`config.mk`:
```
export PLATFORM = sky130hd
export DESIGN_NAME = multdiv_ctrl
export DESIGN_NICKNAME = d
export VERILOG_FILES = /design/src/rtl/multdiv_ctrl.sv
export SDC_FILE = /design/constraint.sdc
export NUM_CORES = 1
export LEC_CHECK = 0
export ABC_CLOCK_PERIOD_IN_PS = 2000
export BUFFER_PORTS_ARGS = -buffer_cell sky130_fd_sc_hd__buf_4
export CAP_MARGIN = 20
export CORE_AREA = 3 3 131 133
export CTS_CLUSTER_DIAMETER = 80
export DETAILED_ROUTE_END_ITERATION = 16
export DIE_AREA = 0 0 134 136
export GPL_TIMING_DRIVEN = 0
export MAX_ROUTING_LAYER = met4
export PLACE_DENSITY_LB_ADDON = 0.2
export SKIP_LAST_GASP = 1
export SLEW_MARGIN = 0
export SYNTH_ARGS = -nofsm -noshare
export SYNTH_HDL_FRONTEND = slang
export SYNTH_SLANG_ARGS = --single-unit
```
`constraint.sdc`:
```
create_clock -name clock -period 2 [get_ports clock]
set_input_delay 0.3 -clock clock [delete_from_list [all_inputs] [get_ports clock]]
set_output_delay 0.3 -clock clock [all_outputs]
set_load 0.02 [all_outputs]
```
`src/rtl/multdiv_ctrl.sv`:
```
// Sequencer between the issue pipeline and the iterative multdiv unit.
// Accepts one operation at a time, fires a single start pulse, and waits
// for the unit to report completion. A timeout watchdog makes sure a hung
// unit still produces a write-back. The write-back result is held until
// the consumer takes it.
//
// state | meaning
// ------+--------------------------------------------------------------
// IDLE  | ready for a new operation, operand outputs parked at 0
// START | one-cycle start pulse to multdiv, counter cleared
// BUSY  | counting cycles, waiting for a qualifying md_resultRDY
// DONE  | write-back valid, held until wb_ready
module multdiv_ctrl #(
  parameter int TIMEOUT = 40,
  parameter int MIN_LAT = 2
) (
  input  logic        clock,
  input  logic        reset_n,
  input  logic        issue_valid,
  input  logic        issue_op,
  input  logic [31:0] issue_a,
  input  logic [31:0] issue_b,
  input  logic [4:0]  issue_rd,
  output logic        issue_ready,
  input  logic        flush,
  output logic [31:0] md_operandA,
  output logic [31:0] md_operandB,
  output logic        md_ctrl_MULT,
  output logic        md_ctrl_DIV,
  input  logic [31:0] md_result,
  input  logic        md_exception,
  input  logic        md_resultRDY,
  output logic        wb_valid,
  output logic [31:0] wb_data,
  output logic [4:0]  wb_rd,
  output logic        wb_exception,
  output logic        wb_timeout,
  input  logic        wb_ready,
  output logic        busy
);

  typedef enum logic [1:0] {
    IDLE  = 2'd0,
    START = 2'd1,
    BUSY  = 2'd2,
    DONE  = 2'd3
  } state_t;

  localparam logic [5:0] TIMEOUT_C = 6'(TIMEOUT);
  localparam logic [5:0] MIN_LAT_C = 6'(MIN_LAT);
  localparam logic [5:0] CNT_MAX   = 6'h3F;

  state_t      state;
  state_t      state_nxt;
  logic        op_q;
  logic [31:0] a_q;
  logic [31:0] b_q;
  logic [4:0]  rd_q;
  logic [5:0]  cnt_q;
  logic        accept;
  logic        div_zero;
  logic        rdy_ok;
  logic        tmo_hit;

  // issue_ready is forced low while reset is held so every output reads 0
  assign issue_ready = reset_n & (state == IDLE) & ~flush;
  assign accept      = issue_valid & issue_ready;
  assign div_zero    = issue_op & (issue_b == 32'd0);
  assign rdy_ok      = (state == BUSY) & md_resultRDY & (cnt_q >= MIN_LAT_C);
  assign tmo_hit     = (state == BUSY) & (cnt_q >= TIMEOUT_C);
  assign busy        = (state != IDLE);
  assign wb_valid    = (state == DONE);

  // State register
  always_ff @(posedge clock or negedge reset_n) begin
    if (!reset_n) state <= IDLE;
    else          state <= state_nxt;
  end

  // Next-state decode, start pulses and operand presentation
  always_comb begin
    state_nxt    = state;
    md_ctrl_MULT = 1'b0;
    md_ctrl_DIV  = 1'b0;
    md_operandA  = 32'd0;
    md_operandB  = 32'd0;
    case (state)
      IDLE: begin
        if (accept) state_nxt = div_zero ? DONE : START;
      end
      START: begin
        md_ctrl_MULT = ~op_q;
        md_ctrl_DIV  = op_q;
        md_operandA  = a_q;
        md_operandB  = b_q;
        state_nxt    = BUSY;
      end
      BUSY: begin
        md_operandA = a_q;
        md_operandB = b_q;
        if (rdy_ok || tmo_hit) state_nxt = DONE;
      end
      DONE: begin
        if (wb_ready) state_nxt = IDLE;
      end
      default: state_nxt = IDLE;
    endcase
    if (flush) begin
      state_nxt    = IDLE;
      md_ctrl_MULT = 1'b0;
      md_ctrl_DIV  = 1'b0;
    end
  end

  // Operation capture on accept
  always_ff @(posedge clock or negedge reset_n) begin
    if (!reset_n) begin
      op_q <= 1'b0;
      a_q  <= 32'd0;
      b_q  <= 32'd0;
      rd_q <= 5'd0;
    end else if (accept) begin
      op_q <= issue_op;
      a_q  <= issue_a;
      b_q  <= issue_b;
      rd_q <= issue_rd;
    end
  end

  // Saturating cycle counter, restarted by the start pulse
  always_ff @(posedge clock or negedge reset_n) begin
    if (!reset_n) begin
      cnt_q <= 6'd0;
    end else if (flush || state == START) begin
      cnt_q <= 6'd0;
    end else if (state == BUSY && cnt_q != CNT_MAX) begin
      cnt_q <= cnt_q + 6'd1;
    end
  end

  // Write-back registers; a qualifying result takes priority over the timeout
  always_ff @(posedge clock or negedge reset_n) begin
    if (!reset_n) begin
      wb_data      <= 32'd0;
      wb_rd        <= 5'd0;
      wb_exception <= 1'b0;
      wb_timeout   <= 1'b0;
    end else if (flush || (state == DONE && wb_ready)) begin
      wb_data      <= 32'd0;
      wb_rd        <= 5'd0;
      wb_exception <= 1'b0;
      wb_timeout   <= 1'b0;
    end else if (accept && div_zero) begin
      wb_data      <= 32'd0;
      wb_rd        <= issue_rd;
      wb_exception <= 1'b1;
      wb_timeout   <= 1'b0;
    end else if (rdy_ok) begin
      wb_data      <= md_result;
      wb_rd        <= rd_q;
      wb_exception <= md_exception;
      wb_timeout   <= 1'b0;
    end else if (tmo_hit) begin
      wb_data      <= 32'd0;
      wb_rd        <= rd_q;
      wb_exception <= 1'b1;
      wb_timeout   <= 1'b1;
    end
  end

endmodule

```
# Word-level counts from Yosys, hierarchy flattened
# Index checks and enable logic that the tools add are counted.
# classes
addsub	1
magnitude_cmp	2
eq_ne	7
n_mux	29
n_bitwise	9
n_reduce_logical	13
# ops
operator	count
$mux 32	6
$logic_not 32->1	1
$mux 5	4
$mux 6	2
$mux 1	11
$mux 2	5
$pmux 2 s4	1
$and 1x1->1	7
$add 6x1->6 const B	1
$ge 6x2->1 const B	1
$ge 6x6->1 const B	1
$ne 3x2->1 const B	2
$ne 6x6->1 const B	1
$eq 2x2->1 const B	2
$reduce_bool 2->1	2
$reduce_bool 4->1	1
$logic_and 1x1->1	3
$logic_or 1x1->1	3
$ne 3x3->1 const B	1
$reduce_and 3->1	1
$eq 2x1->1 const B	1
$logic_not 2->1	1
$not 1->1	2
$reduce_or 2->1	1
# word_totals
ff_bits	117
out_inout_bits	108

# Logic depth before layout (Yosys ltp)
# logic_depth
depth_word	7
ltp_mapped	8
mapped_depth_nobuf	6

# Worst setup path after synthesis
# Ideal clock, no wire load.
# synth_timing
kind	flip-flop to flip-flop
startpoint	register state[0]
endpoint	register a_q[21]
setup_ns	0.125
t_arrival_ns	1.756
t_required_ns	1.875
setup_slack_ns	0.119
path_stages_with_launch	7
path_cell_list	dfrtp_1 > inv_1 > ha_1 > nand4b_2 > clkbuf_1 > clkbuf_1 > mux2_2
# synth_via
elab_chain_len	4
# synth_rtl
item	line_no	source
start: declaration	53	state_t state;
start signal: assignment	77	else state <= state_nxt;
$logic_not 2->1	66	assign issue_ready = reset_n & (state == IDLE) & ~flush;
$and 1x1->1 (2 in a row)	66	
$and 1x1->1	67	assign accept = issue_valid & issue_ready;
end signal: assignment	124	a_q <= issue_a;
end: declaration	56	logic [31:0] a_q;
# No other way between the ends.
# A chain may end at the register's enable or synchronous reset.

# Worst setup path after layout
# layout_timing
startpoint	register state[0]
endpoint	output md_operandB[27]
# layout_via
elab_chain_len	3
word_cells_on_any_way	4
# layout_rtl
item	line_no	source
$eq 2x2->1 or $eq 2x1->1 (tied branches)	87	case (state)
$reduce_or 2->1 (no source line) *	n/a	
$mux 32 *	87	
end: declaration	27	output logic [31:0] md_operandB,
# Mark *: on every way between the ends. The rest lies on a longest branch, timed or not.

==> reports/results.ini <==
[outcome]
status=finished with violations
violations=hold timing, setup timing

[sta]
finalMaxSlewViolations=0
fmax_ghz=0.496
slew_headroom=0.525
fin_crit_sh=1.01
clock_skew_ns=0.00645
setup_viol=21
grt_setup_unrepaired=yes
period_needed_ns=2.02
layout_setup_ws_ns=-0.0180
holdWs_ns=-0.126
final_hold_viol_count=67
worst_slew_pin_slew_ns=0.712

[floorplanning]
placeableCoreArea_sq_mm=0.0159
start_util=0.352
rows=46
fp.dieW_um=134
fp.dieH_um=136
num_io_pins=217
dieArea_sq_mm=0.0182

[logic_synthesis]
ys_top_cells_by_area=dfrtp_1, mux2_2, and2_1
synth_area_leader_cell=dfrtp_1
netlist_area_sq_mm=0.00562
yosys.cell_types.count=48
synth-edff-count=0
ys_seq_area_frac=0.521
synth_seq_cells=117
synth.avg_cell_area_sq_um=11.5
ys.flop_type=dfrtp_1
synth_fp_nets=603
yosysWarningCount=0
postSynth.asyncResetShare=1.00
synth.top_cell.area_share=0.521
syn-instance-count=487

[final_layout]
area_delta_synth_final_pct=59.9
drive_gt1_frac=0.590
n_antenna_cell=0
nets=861
postLayoutCellArea_sq_mm=0.00898

[clock_tree]
insertion_delay_ns=0.41
cts-root-buf=clkbuf_16
cts_buffers=17
cts.path.max_buffers=2
cts_tree=built
htreeDepth=4
clock-sinks=117
postCtsHoldBufs=3
path_clk_slew_ns=0.05

[placement]
place_area_sq_mm=0.00754
port_buffers=216
place.gp.congestion=0.827
post-dp-hpwl_um=11900

[power_and_ir_drop]
ir_worst_vdd_v=0.000640
power_leakage_nw=4.17
power_density_mw_per_mm2=1010

[flow_run]
maxCapViolCount=0

[global_route]
grt_pass1_vias=5093
globalRouteMet1Util=0.237
grt_use_met2=0.308
grt_pass1_wl_um=27100
gr-max-usage-layer=met2
gr-usage-all-layers=0.196
use_met3=0.0777
antenna_found_initial=0
overflow=0
grt_max_degree=71

[setup_path]
critical_path.endpoint_type=output port
worst_ep_arrival_time_ns=1.72
worstSetupPathType=reg2out
crit_required_ns=1.70
cp-start-kind=register
worstPathMaxFanout=6

[detailed_routing]
routed_wl_um=17200
wl_per_cell_um=17.7
ant_nets=0
drc=0
vias_per_cell=4.83
drtIter0Drc=172
vias=4704
drt_pass1_iterations=4

[worst_hold_path]
hold_class=in2async

[layout by cell type, fill, tap and decap left out, drive strengths merged, types with 2 or more instances in the layout]
master / n
nand3: 35
nor3b: 2
nand2b: 2
buf: 245
a31oi: 2
a21oi: 9
nor2b: 2
xnor2: 3
o41ai: 6
mux2: 71
bufinv: 4
ha: 7
inv: 7
nand4: 3
or2: 6
and2: 66
dfrtp: 117
nand2: 35
a21o: 2
clkbuf: 53
clkinv: 3
mux2i: 6
a211oi: 33
nor2: 11
o21ai: 2
nor4: 8
[metrics by stage]
stage / setup slack [ns] / power, mW / TNS [ns] / util / std cells
final: -0.0180 / 9.04 / -0.239 / 0.563 / 973
after detailed placement: -0.609 / 5.11 / -57.78 / 0.473 / 920
after floorplan: 0.119 / 4.19 / 0 / - / 487
after global placement: -1.17 / 5.03 / -119.29 / 0.471 / 919
after CTS: -0.0534 / 9.08 / -1.96 / 0.555 / 966
after global routing: -0.0935 / 9.49 / -4.36 / 0.563 / 973
[cell usage after synthesis, types with 2 or more instances]
master / number
buf_2: 10
a211oi_1: 33
nor4_1: 3
nor2b_1: 2
nor2_1: 11
dfrtp_1: 117
nor4_4: 4
o41ai_1: 6
clkbuf_1: 21
a21oi_1: 9
nand2_1: 35
clkbuf_8: 2
a31oi_1: 2
buf_1: 2
nor3b_1: 2
and2_1: 66
mux2i_1: 6
or2_0: 5
inv_1: 7
mux2_2: 71
xnor2_1: 3
o21ai_0: 2
a21o_1: 2
ha_1: 7
nand2b_1: 2
nand3_1: 35
[power by group]
part / total [mW] / switching, mW / internal (mW)
Combinational: 2.67 / 1.12 / 1.56
Sequential: 3.09 / 0.245 / 2.85
Clock: 3.28 / 1.07 / 2.21
[worst max-delay path, cell delays in order (launching register included)]
cell	delay, ns
dfrtp_1	0.39
inv_2	0.09
ha_4	0.23
clkbuf_16	0.18
clkbuf_16	0.16
and2_4	0.13
buf_6	0.12
[area by class of cell]
type,count,area [sq um]
repair buffers,239,2130
clock buffers,23,488
flip-flops and latches,117,2930
clock inverters,8,146
inverters,7,26.3
multi-input cells,326,2700
plain buffers,37,299
fillers,1383,6960
well taps,216,270
[timing repair]
action	4_1_cts	5_1_grt
hold endpoints to repair	50	67
setup endpoints to repair	171	100
buffers inserted	5	7
gates cloned	7	0
resized for setup	141	35
pin swaps	50	3
[path summary, 6_finish.rpt]
path | from | cells after the start | slack (ns) | end
max | state[0] | 6 | -0.02 | md_operandB[27]
min | reset_n | 2 | -0.13 | wb_data[8]
max reg2reg | state[0] | 7 | 0.10 | wb_data[2]
min reg2reg | b_q[0] | 1 | 0.49 | b_q[0]
max in group asynchronous | reset_n | 4 | 1.15 | a_q[4]
min in group clock | issue_a[17] | 2 | 0.12 | a_q[17]
[layer usage]
layer  vias to the layer above  share of wire
met3                        11          0.087
met4                         0         0.0094
met1                      2298           0.42
li1                       2226              -
met5                         -              0
met2                       169           0.48
[flip-flops by register name, summed over array words and instances, names as in the netlist]
| register | count |
|---|---|
| wb_rd | 5 |
| wb_exception | 1 |
| state | 2 |
| b_q | 32 |
| rd_q | 5 |
| cnt_q | 6 |
| wb_data | 32 |
| op_q | 1 |
| a_q | 32 |
| wb_timeout | 1 |
[kinds of logic after synthesis]
| kind of cell | synth area share |
|---|---|
| compound gates | 0.0795 |
| xor+xnor | 0.00624 |
| fa+ha+maj | 0.0156 |
| buf+inv | 0.0368 |
| flops | 0.521 |
| mux | 0.153 |
| simple gates | 0.188 |
No activity file was read; power rests on OpenSTA's default activity.
